### src/rtl/sync_pkg.sv
// Shared constants and helpers for the synchronizer/debounce bank.
package sync_pkg;

    localparam int unsigned SYNC_MIN_STAGES = 2;

    // Required run of stable samples; 0 and 1 both mean "follow next sample".
    function automatic int unsigned dbnc_len(input int n);
        int unsigned len;
        len = (n > 1) ? unsigned'(n) : 32'd1;
        return len;
    endfunction

    function automatic int unsigned dbnc_cnt_w(input int n);
        return unsigned'($clog2(dbnc_len(n) + 32'd1));
    endfunction

endpackage

### src/rtl/sync_bank_chan.sv
// One conditioned channel: synchronizer chain, stability counter, level and edge registers.
module sync_bank_chan
    import sync_pkg::*;
#(
    parameter int unsigned STAGES          = 2,
    parameter int unsigned DEBOUNCE_CYCLES = 0,
    parameter logic        RST_VAL         = 1'b0
) (
    input  logic clk,
    input  logic rst_n,
    input  logic async_i,
    output logic level_o,
    output logic rise_o,
    output logic fall_o
);

    localparam int unsigned RUN_LEN = dbnc_len(int'(DEBOUNCE_CYCLES));
    localparam int unsigned CNT_W   = dbnc_cnt_w(int'(DEBOUNCE_CYCLES));
    localparam logic [CNT_W-1:0] CNT_LAST = CNT_W'(RUN_LEN - 32'd1);

    (* async_reg = "true" *) logic [STAGES-1:0] sync;

    logic             sample;
    logic [CNT_W-1:0] cnt;
    logic [CNT_W-1:0] cnt_nxt;
    logic             level_nxt;
    logic             rise_nxt;
    logic             fall_nxt;

    assign sample = sync[STAGES-1];

    // Chain resets to the same value as level_o so a quiet input gives no pulse on release.
    always_ff @(posedge clk) begin
        if (!rst_n) begin
            sync <= {STAGES{RST_VAL}};
        end else begin
            sync <= {sync[STAGES-2:0], async_i};
        end
    end

    // Any sample matching the current level discards the partial run.
    always_comb begin
        cnt_nxt   = cnt;
        level_nxt = level_o;
        rise_nxt  = 1'b0;
        fall_nxt  = 1'b0;
        if (sample == level_o) begin
            cnt_nxt = '0;
        end else if (cnt == CNT_LAST) begin
            cnt_nxt   = '0;
            level_nxt = sample;
            rise_nxt  = sample;
            fall_nxt  = !sample;
        end else begin
            cnt_nxt = cnt + CNT_W'(1);
        end
    end

    always_ff @(posedge clk) begin
        if (!rst_n) begin
            cnt     <= '0;
            level_o <= RST_VAL;
            rise_o  <= 1'b0;
            fall_o  <= 1'b0;
        end else begin
            cnt     <= cnt_nxt;
            level_o <= level_nxt;
            rise_o  <= rise_nxt;
            fall_o  <= fall_nxt;
        end
    end

endmodule

### src/rtl/sync_bank.sv
// Bank of independent single-bit input conditioners; not for multi-bit buses.
module sync_bank
    import sync_pkg::*;
#(
    parameter int unsigned          CHANNELS        = 4,
    parameter int unsigned          STAGES          = 2,
    parameter int unsigned          DEBOUNCE_CYCLES = 0,
    parameter logic [CHANNELS-1:0]  RESET_VALUE     = '0
) (
    input  logic                clk,
    input  logic                rst_n,
    input  logic [CHANNELS-1:0] async_i,
    output logic [CHANNELS-1:0] level_o,
    output logic [CHANNELS-1:0] rise_o,
    output logic [CHANNELS-1:0] fall_o
);

    if (CHANNELS < 1) begin : g_bad_channels
        $error("sync_bank: CHANNELS must be at least 1");
    end

    if (STAGES < SYNC_MIN_STAGES) begin : g_bad_stages
        $error("sync_bank: STAGES must be at least SYNC_MIN_STAGES");
    end

    for (genvar c = 0; c < CHANNELS; c++) begin : g_chan
        sync_bank_chan #(
            .STAGES          (STAGES),
            .DEBOUNCE_CYCLES (DEBOUNCE_CYCLES),
            .RST_VAL         (RESET_VALUE[c])
        ) u_chan (
            .clk     (clk),
            .rst_n   (rst_n),
            .async_i (async_i[c]),
            .level_o (level_o[c]),
            .rise_o  (rise_o[c]),
            .fall_o  (fall_o[c])
        );
    end

endmodule

### config.mk
export PLATFORM = sky130hd
export DESIGN_NAME = sync_bank
export DESIGN_NICKNAME = d
export VERILOG_FILES = /design/src/rtl/sync_pkg.sv /design/src/rtl/sync_bank_chan.sv /design/src/rtl/sync_bank.sv
export SDC_FILE = /design/constraint.sdc
export NUM_CORES = 1
export LEC_CHECK = 0
export BUFFER_PORTS_ARGS = -buffer_cell sky130_fd_sc_hd__buf_2
export CAP_MARGIN = 10
export CORE_ASPECT_RATIO = 0.9
export CORE_MARGIN = 2
export CORE_UTILIZATION = 40
export DETAILED_ROUTE_END_ITERATION = 10
export PLACE_DENSITY_LB_ADDON = 0.12
export SYNTH_ARGS = -nofsm -noshare
export SYNTH_HDL_FRONTEND = slang
export SYNTH_SLANG_ARGS = --single-unit
### constraint.sdc
create_clock -name clk -period 0.8 [get_ports clk]
set_input_delay 0.16 -clock clk [delete_from_list [all_inputs] [get_ports clk]]
set_output_delay 0.16 -clock clk [all_outputs]
set_load 0.05 [all_outputs]
# [Word-level counts from Yosys, hierarchy flattened]
# Cells that the tools add are included.
[totals] reg_bits=24 word_cells=53 output_inout_bits=12 inputBits=6
[classes] add_sub_neg=4 reduce_logical=16 eq_ne=4 n_bitwise=9
[op_table] operator="OR reduction 3 bit" n=8
[op_table] operator="NOT 1 bit" n=9
[op_table] operator="AND reduction 2 bit" n=4
[op_table] operator="adder 1 bit (second input constant)" n=4
[op_table] operator="== test 1 bit" n=4
[op_table] operator="logical NOT 1 bit" n=4

# [Logic depth before layout (Yosys ltp)]
[depth] ltp_word=3 depth_mapped=2

# [Modules after synthesis]
# From an unflattened synthesis, not the netlist that was laid out.
[unflattened] hier_cells=52 hier_area_um2=710.7
[modules_own_cells] module="sync_bank_chan" seq_area_each_um2=120.1 instances=4 cells_each=13 area_each_um2=177.7

# [Worst setup path before layout]
# Ideal clock, no wire load.
[synth_path] path_type="reg-to-output" from="register g_chan[0].u_chan.level_o" to="output port level_o[0]" path_slack_ns=0.120 path_stages_with_launch=2 t_arrival_ns=0.520 cell_sequence="dfxtp_1 -> buf_4"
[synth_lines] element="start: declaration" line_no="sync_bank_chan.sv:12" text="output logic level_o,"
[synth_lines] element="start signal: assignment" line_no="sync_bank_chan.sv:67" text="level_o <= level_nxt;"
[synth_lines] element="end: declaration" line_no="sync_bank.sv:13" text="output logic [CHANNELS-1:0] level_o,"
# No word-level cell between the ends.

# [Worst setup path in the final report]
[layout_path] from="register g_chan[3].u_chan.level_o" to="output port level_o[3]"
[layout_lines] element="start: declaration" line_no="sync_bank_chan.sv:12"
[layout_lines] element="start signal: assignment" line_no="sync_bank_chan.sv:67"
# No word-level cell between the ends.

==> impl_metrics.yaml <==
pwr:
  p_per_area_nw_per_um2: 1980
  ir_drop_uv: 1450
  switchingPower_w: 0.000417
  p_comb_frac: 0.065
  sw_frac_of_total: 0.209
  internal_power_w: 0.00158
  p_total_w: 0.00200
  pwr-share-seq: 0.629
  leakage_nw: 0.462
  clkPwrFrac: 0.306
clocking:
  h-tree-depth: 1
  clk_latency_ns: 0.30
  cts_buffers: 3
  clockBufferDepth: 2
  clkSinkCount: 24
  clk_pin_slew_ns: 0.12
  cts_tree: "yes"
  root_buffer: "clkbuf_4"
synthesis:
  synth_cells: 63
  ys_warn_count: 0
  synth_top_area_share: 0.599
  ys_ff_latch: 24
  synth_cell_types: 8
  netlist_area_um2: 802
  syn_area_per_cell_um2: 12.7
  synth-seq-area-share: 0.599
  yosys.area.top_type: "dfxtp_1"
  synth_area_leaders: "dfxtp_1 (60%), and4bb_1 (12%), buf_4 (12%)"
cells_and_area:
  layout.nets: 84
  fillers: 172
  layout-drive-gt1-share: 0.481
  final_cell_mix: "dfxtp_1 (12), dfxtp_2 (12), and4bb_1 (8), and2_1 (8), buf_8 (7)"
  design_area_um2: 1010
  area_growth_pct: 25.9
  final-seq-area_um2: 495
  multi_input_area_um2: 230
  n_antenna_cell: 0
route:
  drtPass1Iterations: 2
  top_layer: "met4"
  vias: 411
  drt-initial-drc-count: 5
  drt-wirelength-per-cell_um: 8.46
  wl_met1_um: 420
  drtAntennaViolNets: 0
  wl_met2_um: 354
  vias_per_cell: 4.03
  wirelength_um: 863
  met3_length_um: 76
  remaining_drc_errors: 0
global_routing:
  overflow: 0
  grt_pass1_vias: 331
  grt_first_pass_wirelength_mm: 1.40
  grt_use_total: 0.0892
  grt_max_degree: 21
  antenna_found_initial: 0
place:
  port_buffers: 17
  placed_area_um2: 827
  gp_congestion: 0.558
sta:
  finClkSkew_ns: 0.00347
  drv_slew: 0
  finalHoldViolations: 0
  setup_viol: 12
  rsz0062_at_grt: "true"
  max_freq_mhz: 1030
  setup_slack_ns: -0.170
  post-route-period-util: 1.21
  fin_crit_ns: 0.970
setup_path:
  startpoint_type: "flop"
  cp_top_family: "flip-flops"
  slowest_stage: "dfxtp_2"
  end_kind: "output pin"
  crit_type: "reg -> out"
  cp.arrival_ns: 0.81
  crit_path_max_incr_delay_ns: 0.36
  crit_buf_inv: 1
  critical_path_required_ns: 0.64
  crit_chain: "buf_8"
  critical_path_peak_fanout: 2
floorplan:
  dieHeight_um: 46.5
  core_um2: 1900
  die-width_um: 51.2
  num_rows: 15
  start_util: 0.423
  io_pins: 18
  dieArea_um2: 2380
hold_path:
  worstHoldPathType: "in -> reg"
outcome:
  violations: "setup timing"
  status: "finished with violations"
run:
  maxCapViolCount: 0
## final timing paths
| check | startpoint | end | slack (ns) | cells past startpoint |
|---|---|---|---|---|
| max | g_chan[3].u_chan.level_o | level_o[3] | -0.17 | 1 |
| min | async_i[3] | g_chan[3].u_chan.sync[0] | 0.05 | 2 |
| max reg2reg | g_chan[0].u_chan.level_o | g_chan[0].u_chan.fall_o | 0.04 | 2 |
| min reg2reg | g_chan[1].u_chan.sync[0] | g_chan[1].u_chan.sync[1] | 0.44 | 1 |
## per-layer routing
metal,track usage,vias up
met5,0,-
met4,0.0486,0
met3,0.0682,2
met2,0.119,14
met1,0.101,173
li1,-,222
## state kept, by name (all words and copies together) (netlist names)
signal and flops:
g_chan.u_chan.rise_o 4, g_chan.u_chan.sync 8, g_chan.u_chan.cnt 4, g_chan.u_chan.level_o 4
g_chan.u_chan.fall_o 4
## stage by stage
step | setup slack [ns] | setup TNS (ns) | hold WS, ns | utilization | std cells
after global placement | 0.0390 | 0 | 0.365 | 0.436 | 94
after global routing | -0.218 | -2.45 | 0.0328 | 0.533 | 102
after CTS | -0.184 | -2.03 | 0.0395 | 0.527 | 102
final | -0.170 | -1.90 | 0.0514 | 0.533 | 102
after detailed placement | 0.0268 | 0 | 0.369 | 0.436 | 94
after floorplan | 0.120 | 0 | 0.287 | - | 66
## power groups by stage
stage,combinational (W),sequential (W),clock [W]
floorplan,0.0000972,0.00128,0
global placement,0.000104,0.00128,0
detailed placement,0.000104,0.00128,0
CTS,0.000129,0.00126,0.000634
global route,0.000139,0.00126,0.000692
finish,0.000129,0.00126,0.000611
## synth_stat cells
master	number
dfxtp_1	24
and2_1	8
buf_2	1
buf_4	13
and4bb_1	8
nor2b_1	4
conb_1	1
mux2i_1	4
## cell families after synthesis
| kind of cell | Yosys count | share of synthesized area |
|---|---|---|
| and+or+nand+nor | 20 | 0.218 |
| DFF | 24 | 0.599 |
| other | 1 | 0.00468 |
| muxes | 4 | 0.0499 |
| buffers and inverters | 14 | 0.128 |
## timing repair
item                       4_1_cts  5_1_grt
hold buffers                     0        0
resized for setup               40        3
buffers inserted                 4        0
setup endpoints to repair       12       12
## area by class of cell
type,instances,area share
clock buffer,4,0.0359
timing repair buffer,21,0.214
multi-input combinational,28,0.228
tap,25,0.0310
sequential,24,0.491
Power figures use the tool's default switching activity.
